===== config.mk =====
export PLATFORM = sky130hd
export DESIGN_NAME = multicycle_control
export DESIGN_NICKNAME = d
export VERILOG_FILES = /design/src/rtl/multicycle_control_pkg.sv /design/src/rtl/multicycle_control_mem_wait_timer.sv /design/src/rtl/multicycle_control.sv
export SDC_FILE = /design/constraint.sdc
export NUM_CORES = 1
export LEC_CHECK = 0
export CORE_MARGIN = 2
export CORE_UTILIZATION = 29
export CTS_BUF_LIST = sky130_fd_sc_hd__clkbuf_4 sky130_fd_sc_hd__clkbuf_8
export CTS_CLUSTER_SIZE = 28
export DETAILED_ROUTE_END_ITERATION = 6
export PLACE_DENSITY = 0.52
export SYNTH_ARGS = -nofsm -noshare
export SYNTH_HDL_FRONTEND = slang
export SYNTH_SLANG_ARGS = --single-unit

===== constraint.sdc =====
create_clock -name clk -period 5.2 [get_ports clk]
set_clock_uncertainty 0.2 [all_clocks]
set_input_delay 0.52 -clock clk [delete_from_list [all_inputs] [get_ports clk]]
set_output_delay 0.52 -clock clk [all_outputs]
set_load 0.05 [all_outputs]

===== src/rtl/multicycle_control_pkg.sv =====
// multicycle_control_pkg: shared states, opcodes, ALU selects and control bundle for the multicycle core
package multicycle_control_pkg;
    typedef enum logic [3:0] {
        S_FETCH     = 4'd0,
        S_DECODE    = 4'd1,
        S_MEM_ADDR  = 4'd2,
        S_MEM_READ  = 4'd3,
        S_MEM_WB    = 4'd4,
        S_MEM_WRITE = 4'd5,
        S_EXECUTE   = 4'd6,
        S_ALU_WB    = 4'd7,
        S_BRANCH    = 4'd8
    } state_t;
    localparam logic [6:0] OP_LOAD   = 7'b0000011;
    localparam logic [6:0] OP_STORE  = 7'b0100011;
    localparam logic [6:0] OP_RTYPE  = 7'b0110011;
    localparam logic [6:0] OP_BRANCH = 7'b1100011;
    localparam logic [1:0] ALUOP_ADD   = 2'b00;
    localparam logic [1:0] ALUOP_SUB   = 2'b01;
    localparam logic [1:0] ALUOP_FUNCT = 2'b10;
    localparam logic [1:0] SRCB_REG  = 2'b00;
    localparam logic [1:0] SRCB_FOUR = 2'b01;
    localparam logic [1:0] SRCB_IMM  = 2'b10;
    typedef struct packed {
        logic       pc_write;
        logic       ior_d;
        logic       mem_read;
        logic       mem_write;
        logic       ir_write;
        logic       mem_to_reg;
        logic       reg_write;
        logic       alu_src_a;
        logic [1:0] alu_src_b;
        logic [1:0] alu_op;
        logic       pc_source;
        logic       illegal_op;
        logic       bus_error;
    } ctl_t;
endpackage


===== src/rtl/multicycle_control_mem_wait_timer.sv =====
// mem_wait_timer: counts stalled memory cycles and flags the one where the wait budget runs out
module mem_wait_timer #(
    parameter int TIMEOUT_CYCLES = 15,
    parameter int CNT_W          = 8
) (
    input  logic clk,
    input  logic reset,
    input  logic active,
    input  logic ready,
    output logic timeout
);
    logic [CNT_W-1:0] cnt;
    logic             stall;
    assign stall   = active && !ready;
    assign timeout = stall && cnt == CNT_W'(TIMEOUT_CYCLES - 1);
    // Any cycle that is not a continued stall restarts the count, so every entry sees zero
    always_ff @(posedge clk) begin
        if (reset)
            cnt <= '0;
        else
            cnt <= (stall && !timeout) ? ((&cnt) ? cnt : cnt + CNT_W'(1)) : '0;
    end
endmodule


===== src/rtl/multicycle_control.sv =====
// multicycle_control: main sequencing FSM for the multicycle RISC-V datapath
module multicycle_control
    import multicycle_control_pkg::*;
#(
    parameter int TIMEOUT_CYCLES = 15,
    parameter int CNT_W          = 8
) (
    input  logic       clk,
    input  logic       reset,
    input  logic [6:0] opcode,
    input  logic       zero,
    input  logic       memReady,
    output logic       pcWrite,
    output logic       iorD,
    output logic       memRead,
    output logic       memWrite,
    output logic       irWrite,
    output logic       memToReg,
    output logic       regWrite,
    output logic       aluSrcA,
    output logic [1:0] aluSrcB,
    output logic [1:0] aluOp,
    output logic       pcSource,
    output logic       illegalOp,
    output logic       busError,
    output logic [3:0] state
);
    state_t cur, nxt;
    ctl_t   c, q;
    logic   timeout;
    mem_wait_timer #(.TIMEOUT_CYCLES(TIMEOUT_CYCLES), .CNT_W(CNT_W)) u_timer (
        .clk(clk),
        .reset(reset),
        .active(cur == S_FETCH || cur == S_MEM_READ || cur == S_MEM_WRITE),
        .ready(memReady),
        .timeout(timeout)
    );
    always_ff @(posedge clk) begin
        if (reset)
            cur <= S_FETCH;
        else
            cur <= nxt;
    end
    always_comb begin
        c = '0;
        nxt = S_FETCH;
        c.bus_error = timeout;
        case (cur)
            S_FETCH: begin
                c.mem_read = !timeout;
                c.alu_src_b = SRCB_FOUR;
                c.ir_write = memReady;
                c.pc_write = memReady;
                nxt = memReady ? S_DECODE : S_FETCH;
            end
            S_DECODE: begin
                c.alu_src_b = SRCB_IMM;
                nxt = (opcode == OP_LOAD || opcode == OP_STORE) ? S_MEM_ADDR :
                      opcode == OP_RTYPE  ? S_EXECUTE :
                      opcode == OP_BRANCH ? S_BRANCH : S_FETCH;
                c.illegal_op = nxt == S_FETCH;
            end
            S_MEM_ADDR: begin
                c.alu_src_a = 1'b1;
                c.alu_src_b = SRCB_IMM;
                nxt = opcode == OP_STORE ? S_MEM_WRITE : S_MEM_READ;
            end
            S_MEM_READ: begin
                c.ior_d = 1'b1;
                c.mem_read = !timeout;
                nxt = memReady ? S_MEM_WB : timeout ? S_FETCH : S_MEM_READ;
            end
            S_MEM_WB: begin
                c.reg_write = 1'b1;
                c.mem_to_reg = 1'b1;
            end
            S_MEM_WRITE: begin
                c.ior_d = 1'b1;
                c.mem_write = !timeout;
                nxt = (memReady || timeout) ? S_FETCH : S_MEM_WRITE;
            end
            S_EXECUTE: begin
                c.alu_src_a = 1'b1;
                c.alu_src_b = SRCB_REG;
                c.alu_op = ALUOP_FUNCT;
                nxt = S_ALU_WB;
            end
            S_ALU_WB: c.reg_write = 1'b1;
            S_BRANCH: begin
                c.alu_src_a = 1'b1;
                c.alu_src_b = SRCB_REG;
                c.alu_op = ALUOP_SUB;
                c.pc_source = 1'b1;
                c.pc_write = zero;
            end
            default: nxt = S_FETCH;
        endcase
        q = reset ? '0 : c;
    end
    assign pcWrite   = q.pc_write;
    assign iorD      = q.ior_d;
    assign memRead   = q.mem_read;
    assign memWrite  = q.mem_write;
    assign irWrite   = q.ir_write;
    assign memToReg  = q.mem_to_reg;
    assign regWrite  = q.reg_write;
    assign aluSrcA   = q.alu_src_a;
    assign aluSrcB   = q.alu_src_b;
    assign aluOp     = q.alu_op;
    assign pcSource  = q.pc_source;
    assign illegalOp = q.illegal_op;
    assign busError  = q.bus_error;
    assign state     = cur;
endmodule


# ---- Word level (Yosys, flattened, before mapping)
# Cells that the tools add are included.
dict set report word_totals {
  register_bits 12
  input_bits 11
  out_inout_bits 19
  wordCells 57
}
dict set report classes {
  add_sub_neg 1
  n_eq_ne 13
  n_mux 22
  bitwise 1
  n_reduce_logical 18
}
# op count
set op_table {}
lappend op_table {{$pmux W4 S6} 1}
lappend op_table {{$eq A4 B3 Y1 const B} 4}
lappend op_table {{$mux W15} 1}
lappend op_table {{$eq A7 B6 Y1 const B} 2}
lappend op_table {{$mux W4} 3}
lappend op_table {{$mux W1} 10}
lappend op_table {{$reduce_or A2 Y1} 5}
lappend op_table {{$mux W3} 3}
lappend op_table {{$add A8 B1 Y8 const B} 1}
lappend op_table {{$eq A4 B2 Y1 const B} 2}
lappend op_table {{$eq A8 B4 Y1 const B} 1}
lappend op_table {{$logic_not A4 Y1} 2}
lappend op_table {{$pmux W2 S2} 2}
lappend op_table {{$reduce_and A8 Y1} 1}
lappend op_table {{$eq A7 B2 Y1 const B} 1}
lappend op_table {{$eq A7 B7 Y1 const B} 1}
lappend op_table {{$eq A4 B1 Y1 const B} 1}
lappend op_table {{$eq A4 B4 Y1 const B} 1}
lappend op_table {{$logic_or A1 B1 Y1} 4}
lappend op_table {{$logic_and A1 B1 Y1} 3}
lappend op_table {{$reduce_or A3 Y1} 1}
lappend op_table {{$logic_not A1 Y1} 2}
lappend op_table {{$mux W2} 1}
lappend op_table {{$pmux W1 S2} 1}
lappend op_table {{$not A1 Y1} 1}

# ---- Longest topological paths before layout
# Gate-level depths: netlist (run 1).
dict set report depth {
  depth_word 9
  ltp_mapped 7
  depth_no_buf 6
}

# ---- Cells and area by module
# Synthesis (run 1) repeated with hierarchy kept, for this count alone.
dict set report hier_totals {
  hier_cells 124
  area_unflattened_um2 1033.5
}
# mod n_inst cells_per_inst area_per_inst_um2 seq_area_each_um2
set by_module_without_submodules {}
lappend by_module_without_submodules {multicycle_control 1 71 526.8 80.1}
lappend by_module_without_submodules {mem_wait_timer 1 53 506.7 160.2}

# ---- Worst setup path before layout (run 1)
# Ideal clock, no wire load.
dict set report synth_path {
  kind {input -> output}
  from {in reset}
  to {out pcWrite}
  arrival_time_ps 3108
  required_time_ps 4480
  slack_ps 1372
  stages 5
  n_path_buf 1
  cell_sequence {clkbuf_1 nor3_2 nor3b_1 and2_1 a21o_1}
}
dict set report synth_between {
  elab_chain_len 1
}
# item line
set synth_lines {}
lappend synth_lines {{from (decl)} multicycle_control.sv:9} ;# input logic reset,
lappend synth_lines {{$mux W15} multicycle_control.sv:98} ;# q = reset ? '0 : c;
lappend synth_lines {{to (decl)} multicycle_control.sv:13} ;# output logic pcWrite,
# Every way passes these cells.

# ---- Worst setup path in the final report (run 1)
# Same ends and word-level chain as after synthesis.

==> results.py, run 1 <==
metrics = {
    "sta": {
        "final_max_slew_viol_count": 0,
        "report.final.hold_viol_count": 0,
        "timing.final.crit_share_pct": 64.8,
        "worst_pin_slew_ps": 519,
        "fin_ws_ps": 1830,
        "timing.fmax_mhz": 297,
        "relSlewSlack_pct": 65.4,
        "min_period_ps": 3370,
        "rsz0062_at_grt": "false",
        "fin_tns_setup_ps": 0,
        "finalSetupViolations": 0,
        "whs_ps": 373,
    },
    "worst_hold_path": {
        "hold_depth": 2,
        "holdCritPathClass": "reg2reg",
        "holdCritStartpoint": "u_timer.cnt[1]",
        "holdPathEnd": "u_timer.cnt[1]",
    },
    "clock_network": {
        "clock_latency_ps": 270,
        "cts_root_buf": "clkbuf_4",
        "postCtsHoldBufs": 0,
        "cts_tree": "yes",
        "cts_max_level": 1,
        "post_cts_buffers": 0,
        "clk_pin_slew_ps": 80,
        "clock-sinks": 12,
        "cts_resized": 0,
        "clock_path_buffers": 2,
        "cts_made_buffers": 3,
    },
    "synthesis": {
        "async_reset_ff_share_pct": 0,
        "syn-num-nets": 131,
        "yosys_warnings": 0,
        "synthFlopType": "dfxtp_1",
        "ys_seq_area_share_pct": 26.4,
        "avgSynthCellArea_um2": 7.70,
        "synth.top_cell.area_share_pct": 26.4,
        "synth_edf_count": 0,
        "ys_ff_latch": 12,
        "syn_area_um2": 908,
        "synth_area_leaders": "dfxtp_1 26%, nand3_1 5.0%, nor3_1 5.0%",
        "synthCells": 118,
        "yosysTopAreaCell": "dfxtp_1",
        "yosysUniqueCellTypes": 43,
    },
    "global_routing": {
        "grt_max_degree": 16,
        "overflow": 0,
        "grt_pass1_vias": 840,
        "antenna_found_initial": 0,
        "grt_pass1_wl_um": 3770,
        "track_usage_pct": 13.7,
    },
    "floorplan": {
        "row_count": 20,
        "ios": 30,
        "die_w_um": 60.0,
        "die_y_um": 60.0,
        "core_area_um2": 3030,
        "dieArea_um2": 3600,
        "initial_core_util_pct": 30.0,
    },
    "power": {
        "leakagePower_uw": 0.000434,
        "pwr_density_cell_nw_per_um2": 169,
        "peakVddDrop_uv": 80.2,
    },
    "placed_design": {
        "place.detailed.hpwl_um": 1730,
        "port_buffers": 29,
        "gp_congestion": 0.782,
        "place_inst": 184,
        "pre_cts_ws_ps": 1830,
    },
    "detailed_routing": {
        "dr.pass1.iters": 4,
        "vias": 943,
        "antenna_left": 0,
        "via_per_inst": 5.02,
        "drt-total-wl_um": 2260,
        "drcViolationCount": 0,
        "drtIter0Drc": 14,
        "wl_per_cell_um": 12.0,
    },
    "worst_setup_path": {
        "r2r_end": "u_timer.cnt[1]",
        "cp-start-kind": "primary input",
        "arrival_ps": 2650,
        "crit_path_end_kind": "primary output",
        "r2r-start": "state[1]",
        "required_ps": 4480,
        "rr_worst_depth": 4,
        "path_class": "in2out",
        "worstPathMaxFanout": 8,
        "r2r_slack_ps": 3250,
    },
    "final_layout": {
        "nNetsFinal": 158,
        "antenna_cells": 0,
        "fin_cells": 188,
        "area_growth_pct": 37.1,
        "mostFrequentLayoutCells": "29 x clkdlybuf4s50_1, 12 x nor2_1, 12 x dfxtp_1, 10 x nand2_1",
        "layout_commonest_cell": "clkdlybuf4s50_1",
        "drive_gt1_share_pct": 9.03,
    },
    "job": {
        "maxCapViolCount": 0,
    },
    "run_status": {
        "status": "finished clean",
    },
}
## power by group
part	internal [µW]	total [µW]	switching [µW]
Clock	42.5	73.6	31.1
Sequential	93.0	96.0	2.95
Combinational	17.5	41.3	23.7
## flip-flops by register name, indices dropped and copies added, names as in the netlist
register,flops
u_timer.cnt,8
state,4
## cells by family after synthesis
group	Yosys count	synth area share, %
simple gates	73	47.9
compound gates	15	11.0
mux	2	2.34
buf+inv	11	6.61
fa+ha+maj	2	2.75
flops	12	26.4
xor+xnor	3	2.89
## through the flow
step | total power (µW) | area, µm² | utilization (%)
after floorplan | 123 | 908 | -
after global placement | 139 | 1210 | 39.9
after detailed placement | 139 | 1210 | 39.9
after CTS | 215 | 1240 | 41.1
after global routing | 223 | 1240 | 41.1
final | 211 | 1240 | 41.1
## critical path, cell delays in order
cell	delay, ps
clkdlybuf4s50_1	550
nor3_2	270
nor3b_1	260
and2_1	180
a21o_1	80
clkdlybuf4s50_1	790
## final cells by class
| cell class | instances | area, µm² |
|---|---|---|
| multi-input cells | 95 | 608 |
| inverters | 4 | 15.0 |
| clock buffers | 4 | 36.3 |
| repair buffers | 29 | 290 |
| flip-flops and latches | 12 | 240 |
| fillers | 310 | 1780 |
| well taps | 44 | 55.1 |
## cell usage after synthesis (2+ instances only)
cell type and number:
xor2_1 2, nor3_1 9, nand4bb_1 2, buf_4 2, nand2_1 10, buf_2 3, inv_1 4, o41ai_1 2
a31oi_1 3, nor2b_1 4, dfxtp_1 12, nor4_1 5, nand3_1 9, nand2b_1 3, and3_1 4, nor2_1 12
o21ai_0 4, ha_1 2, nor3_2 2
## layer usage
metal / vias up / track usage (%) / part of all wire, %
met5: - / 0 / 0
met3: 2 / 2.38 / 7.4
met2: 27 / 22.5 / 45
li1: 479 / - / -
met4: 0 / 5.71 / 0.53
met1: 435 / 17.5 / 47
## how the worst max path moves through the flow
| stage | startpoint | endpoint | slack [ps] | depth (start not counted) |
|---|---|---|---|---|
| 2_1_floorplan | reset | pcWrite | 1370 | 5 |
| 3_3_place_gp | reset | pcWrite | 1870 | 6 |
| 3_5_place_dp | reset | pcWrite | 1830 | 6 |
| 4_1_cts | reset | pcWrite | 1810 | 6 |
| 5_1_grt | reset | pcWrite | 1650 | 6 |
| 6_report | reset | pcWrite | 1830 | 6 |
Power figures use the tool's default switching activity.
==> run 2: changes to the inputs <==
==> constraint.sdc (replaced) <==
create_clock -name clk -period 3.3 [get_ports clk]
set_clock_uncertainty 0.2 [all_clocks]
set_input_delay 0.33 -clock clk [delete_from_list [all_inputs] [get_ports clk]]
set_output_delay 0.33 -clock clk [all_outputs]
set_load 0.05 [all_outputs]
==> run 2 against run 1 <==
  * Cell count is the same
  * Routed wire length decreased by 3.0%
  * Count of clock-buffer cells in the layout is 1 lower
  * Combinational power is 61% higher
  * Total power up 44%
  * Sequential power rose by 57%
  * Critical path type is now reg2out
  * Largest cell class unchanged
==> results.py, run 2 (same netlist as run 1, synthesis figures left out) <==
metrics = {
    "clock_network": {
        "cts_made_buffers": 3,
        "clock-sinks": 12,
        "clk_pin_slew_ps": 70,
        "cts_root_buf": "clkbuf_4",
        "cts_tree": "yes",
        "clock_path_buffers": 2,
        "cts_max_level": 1,
        "clock_latency_ps": 270,
        "cts_resized": 0,
        "post_cts_buffers": 0,
        "postCtsHoldBufs": 0,
    },
    "worst_setup_path": {
        "crit_path_end_kind": "primary output",
        "cp-start-kind": "flip-flop",
        "required_ps": 2770,
        "arrival_ps": 2380,
        "path_class": "reg2out",
        "crit_slowest_cell": "clkdlybuf4s50_1",
        "worstPathMaxFanout": 6,
        "critPathMaxStageDelay_ps": 810,
        "crit_chain": "ha_1 > nand4b_1 > nor4_4 > nand3_1 > nor2_1 > clkdlybuf4s50_1",
    },
    "detailed_routing": {
        "wl_per_cell_um": 11.7,
        "dr.pass1.iters": 4,
        "vias": 931,
        "drt-met1-wl_um": 1010,
        "wl_met3_um": 106,
        "dr_wl_met2_um": 1060,
        "routed.top_layer": "met4",
        "drtIter0Drc": 13,
        "drt-total-wl_um": 2190,
        "drcViolationCount": 0,
        "antenna_left": 0,
        "via_per_inst": 4.95,
    },
    "floorplan": {
        "core_area_um2": 3030,
        "die_w_um": 60.0,
        "ios": 30,
        "initial_core_util_pct": 30.0,
        "dieArea_um2": 3600,
        "row_count": 20,
        "die_y_um": 60.0,
    },
    "power": {
        "leakagePower_uw": 0.000435,
        "pwr_density_cell_nw_per_um2": 243,
        "peakVddDrop_uv": 156,
    },
    "sta": {
        "rsz0062_at_grt": "false",
        "min_period_ps": 2910,
        "final_max_slew_viol_count": 0,
        "fin_ws_ps": 387,
        "relSlewSlack_pct": 63.9,
        "finalSetupViolations": 0,
        "report.final.hold_viol_count": 0,
        "fin_tns_setup_ps": 0,
        "timing.fmax_mhz": 343,
        "whs_ps": 353,
        "worst_pin_slew_ps": 541,
        "timing.final.crit_share_pct": 88.3,
    },
    "final_layout": {
        "fin_cells": 188,
        "drive_gt1_share_pct": 10.4,
        "layout_commonest_cell": "clkdlybuf4s50_1",
        "regMostFlops": "u_timer.cnt",
        "mostFrequentLayoutCells": "29 x clkdlybuf4s50_1, 12 x nor2_1, 12 x dfxtp_1, 10 x nand2_1",
        "nNetsFinal": 159,
        "stdcell_area_um2": 1250,
        "largest_reg_flops": 8,
        "n_fill_cell": 340,
        "area_growth_pct": 37.6,
        "antenna_cells": 0,
    },
    "job": {
        "maxCapViolCount": 0,
    },
    "placed_design": {
        "gp_congestion": 0.757,
        "place_inst": 185,
        "pre_cts_ws_ps": 464,
        "port_buffers": 29,
        "place.detailed.hpwl_um": 1690,
        "dpl-instance-area_um2": 1230,
    },
    "global_routing": {
        "antenna_found_initial": 0,
        "overflow": 0,
        "track_usage_pct": 12.6,
        "grt_pass1_wl_um": 3480,
        "grt_max_degree": 16,
        "grt_pass1_vias": 791,
    },
    "worst_hold_path": {
        "holdCritPathClass": "reg2reg",
    },
    "run_status": {
        "status": "finished clean",
    },
}
## run 2: worst paths after layout
path	startpoint	end	slack, ps	cells after the start
worst max-delay path	u_timer.cnt[1]	busError	390	6
worst min-delay path	u_timer.cnt[3]	u_timer.cnt[3]	350	2
worst max register to register	state[2]	u_timer.cnt[1]	1290	4
worst min register to register	u_timer.cnt[3]	u_timer.cnt[3]	350	2
## run 2: cell type report
| class | count | area (µm²) | area share (%) |
|---|---|---|---|
| multi-input combinational | 95 | 619 | 49.5 |
| timing repair buffer | 30 | 298 | 23.8 |
| sequential | 12 | 240 | 19.2 |
| tap | 44 | 55.1 | 4.40 |
| clock buffer | 3 | 22.5 | 1.80 |
| inverter | 4 | 15.0 | 1.20 |
## run 2: layer usage
metal | GRT usage (%) | vias up
li1 | - | 483
met1 | 14.9 | 421
met2 | 22.2 | 25
met3 | 3.25 | 2
met4 | 3.81 | 0
met5 | 0 | -
## run 2: power by group
| part | switching, µW | leakage (µW) | internal (µW) | total (µW) |
|---|---|---|---|---|
| sequential | 4.72 | 0.0000971 | 147 | 151 |
| clock | 43.9 | 0.0000138 | 42.2 | 86.0 |
| combinational | 37.7 | 0.000324 | 28.7 | 66.4 |
## run 2: through the flow
stage                     power, µW  utilization [%]
after floorplan                 194                -
after global placement          221             40.5
after detailed placement        221             40.5
after CTS                       311             41.3
after global routing            322             41.3
final                           304             41.3
## run 2: critical path: cells and delay by family, from the launching register on
family                   cells  cell delay (ps)
flip-flops                   1              400
AND/OR/NAND/NOR              4              720
buffers and inverters        1              810
adder cells (fa/ha/maj)      1              180
==> run 3: changes to the inputs <==
--- a/config.mk
+++ b/config.mk
@@ -10,7 +10,10 @@
 export CTS_BUF_LIST = sky130_fd_sc_hd__clkbuf_4 sky130_fd_sc_hd__clkbuf_8
 export CTS_CLUSTER_SIZE = 28
 export DETAILED_ROUTE_END_ITERATION = 6
+export GPL_TIMING_DRIVEN = 0
 export PLACE_DENSITY = 0.52
+export REMOVE_ABC_BUFFERS = 1
+export SETUP_SLACK_MARGIN = 0.15
 export SYNTH_ARGS = -nofsm -noshare
 export SYNTH_HDL_FRONTEND = slang
 export SYNTH_SLANG_ARGS = --single-unit
==> run 3 against run 2 <==
  * Non-clock buffer count shrank 1
  * Cell area shrank 0.20%
  * Sequential cell count is the same
  * Setup slack lost 81 ps
  * Global-route usage grew 0.45 points
  * Critical path type is now in2out
  * Critical endpoint is now irWrite
==> results.py, run 3 (same netlist as run 1, synthesis figures left out) <==
metrics = {
    "run_status": {
        "status": "finished clean",
    },
    "clock_network": {
        "clock_latency_ps": 270,
        "clock-sinks": 12,
        "cts_tree": "yes",
        "cts_max_level": 1,
        "clk_pin_slew_ps": 80,
        "postCtsHoldBufs": 0,
        "cts_root_buf": "clkbuf_4",
        "clock_path_buffers": 2,
        "cts_made_buffers": 3,
    },
    "final_layout": {
        "layout_commonest_cell": "clkdlybuf4s50_1",
        "area_growth_pct": 37.3,
        "nNetsFinal": 158,
        "n_fill_cell": 313,
        "post-route-util_pct": 41.2,
        "regMostFlops": "u_timer.cnt",
        "drive_gt1_share_pct": 9.03,
        "mostFrequentLayoutCells": "28 x clkdlybuf4s50_1, 12 x nor2_1, 12 x dfxtp_1, 10 x nand2_1",
        "antenna_cells": 0,
        "largest_reg_flops": 8,
        "fin_cells": 188,
    },
    "worst_setup_path": {
        "r2r_end": "u_timer.cnt[1]",
        "r2r_slack_ps": 1340,
        "crit_path_end_kind": "primary output",
        "endpoint": "irWrite",
        "rr_worst_depth": 4,
        "required_ps": 2770,
        "r2r-start": "state[1]",
        "worstPathMaxFanout": 8,
        "cp-start-kind": "primary input",
        "arrival_ps": 2460,
        "critPathLaunch": "reset",
        "path_class": "in2out",
    },
    "detailed_routing": {
        "antenna_left": 0,
        "via_per_inst": 5.06,
        "dr.pass1.iters": 4,
        "wl_per_cell_um": 12.0,
        "vias": 951,
        "drcViolationCount": 0,
        "drt-total-wl_um": 2260,
        "drtIter0Drc": 18,
    },
    "floorplan": {
        "core_area_um2": 3030,
        "initial_core_util_pct": 30.0,
        "dieArea_um2": 3600,
        "die_y_um": 60.0,
        "ios": 30,
        "row_count": 20,
        "die_w_um": 60.0,
    },
    "power": {
        "peakVddDrop_uv": 226,
        "power_uw": 333,
        "pwr_density_cell_nw_per_um2": 267,
        "leakagePower_uw": 0.000449,
    },
    "placed_design": {
        "place_inst": 184,
        "place.detailed.hpwl_um": 1730,
        "port_buffers": 29,
        "gp_congestion": 0.694,
    },
    "sta": {
        "worst_pin_slew_ps": 536,
        "timing.fmax_mhz": 334,
        "report.final.hold_viol_count": 0,
        "min_period_ps": 2990,
        "fin_tns_setup_ps": 0,
        "relSlewSlack_pct": 64.2,
        "final_max_slew_viol_count": 0,
        "finalSetupViolations": 0,
        "timing.final.crit_share_pct": 90.7,
        "rsz0062_at_grt": "false",
    },
    "global_routing": {
        "grt_max_degree": 16,
        "antenna_found_initial": 0,
        "track_usage_pct": 13.1,
        "grt_pass1_vias": 829,
        "overflow": 0,
        "grt_pass1_wl_um": 3660,
    },
    "job": {
        "maxCapViolCount": 0,
    },
    "worst_hold_path": {
        "holdCritPathClass": "reg2reg",
        "holdCritStartpoint": "u_timer.cnt[1]",
    },
}
run 3: power breakdown:
part	total, µW	internal (µW)	switching [µW]
logic	65.2	27.5	37.7
clock network	117	66.9	49.6
registers	151	147	4.43
run 3: per-layer routing:
| metal | GRT usage (%) | vias up | routed length [µm] |
|---|---|---|---|
| li1 | - | 484 | - |
| met1 | 16.0 | 435 | 1040 |
| met2 | 23.6 | 30 | 1060 |
| met3 | 1.73 | 2 | 150 |
| met4 | 3.81 | 0 | 8 |
| met5 | 0 | - | 0 |
run 3: how the worst min path moves through the flow:
stage / endpoint / depth (start not counted)
6_report: u_timer.cnt[1] / 2
5_1_grt: u_timer.cnt[1] / 2
4_1_cts: u_timer.cnt[1] / 2
3_5_place_dp: u_timer.cnt[1] / 2
3_3_place_gp: u_timer.cnt[1] / 2
2_1_floorplan: state[3] / 1
run 3: per-stage QoR:
stage                     hold slack [ps]  setup slack, ps  cell area, µm²
after floorplan                       205             -352             863
after global placement                337              226            1210
after global routing                  392              193            1250
after detailed placement              344              245            1210
final                                 355              306            1250
after CTS                             356              230            1240
run 3: worst max-delay path, stage by stage:
cell and delay, ps:
clkdlybuf4s50_1 570, nor3_2 310, nor3b_1 270, and2_1 180
clkdlybuf4s50_1 800
run 3: final cells by class:
class                   count  area [µm²]  area share [%]
repair buffers             29         293            23.5
well taps                  44        55.1            4.41
clock buffers               4        36.3            2.91
flip-flops and latches     12         240            19.3
inverters                   4        15.0            1.20
multi-input cells          95         608            48.7
run 3: repair_timing:
action	in CTS	in global routing
setup endpoints to repair	0	1
resized for setup	0	1
setup buffers	0	0
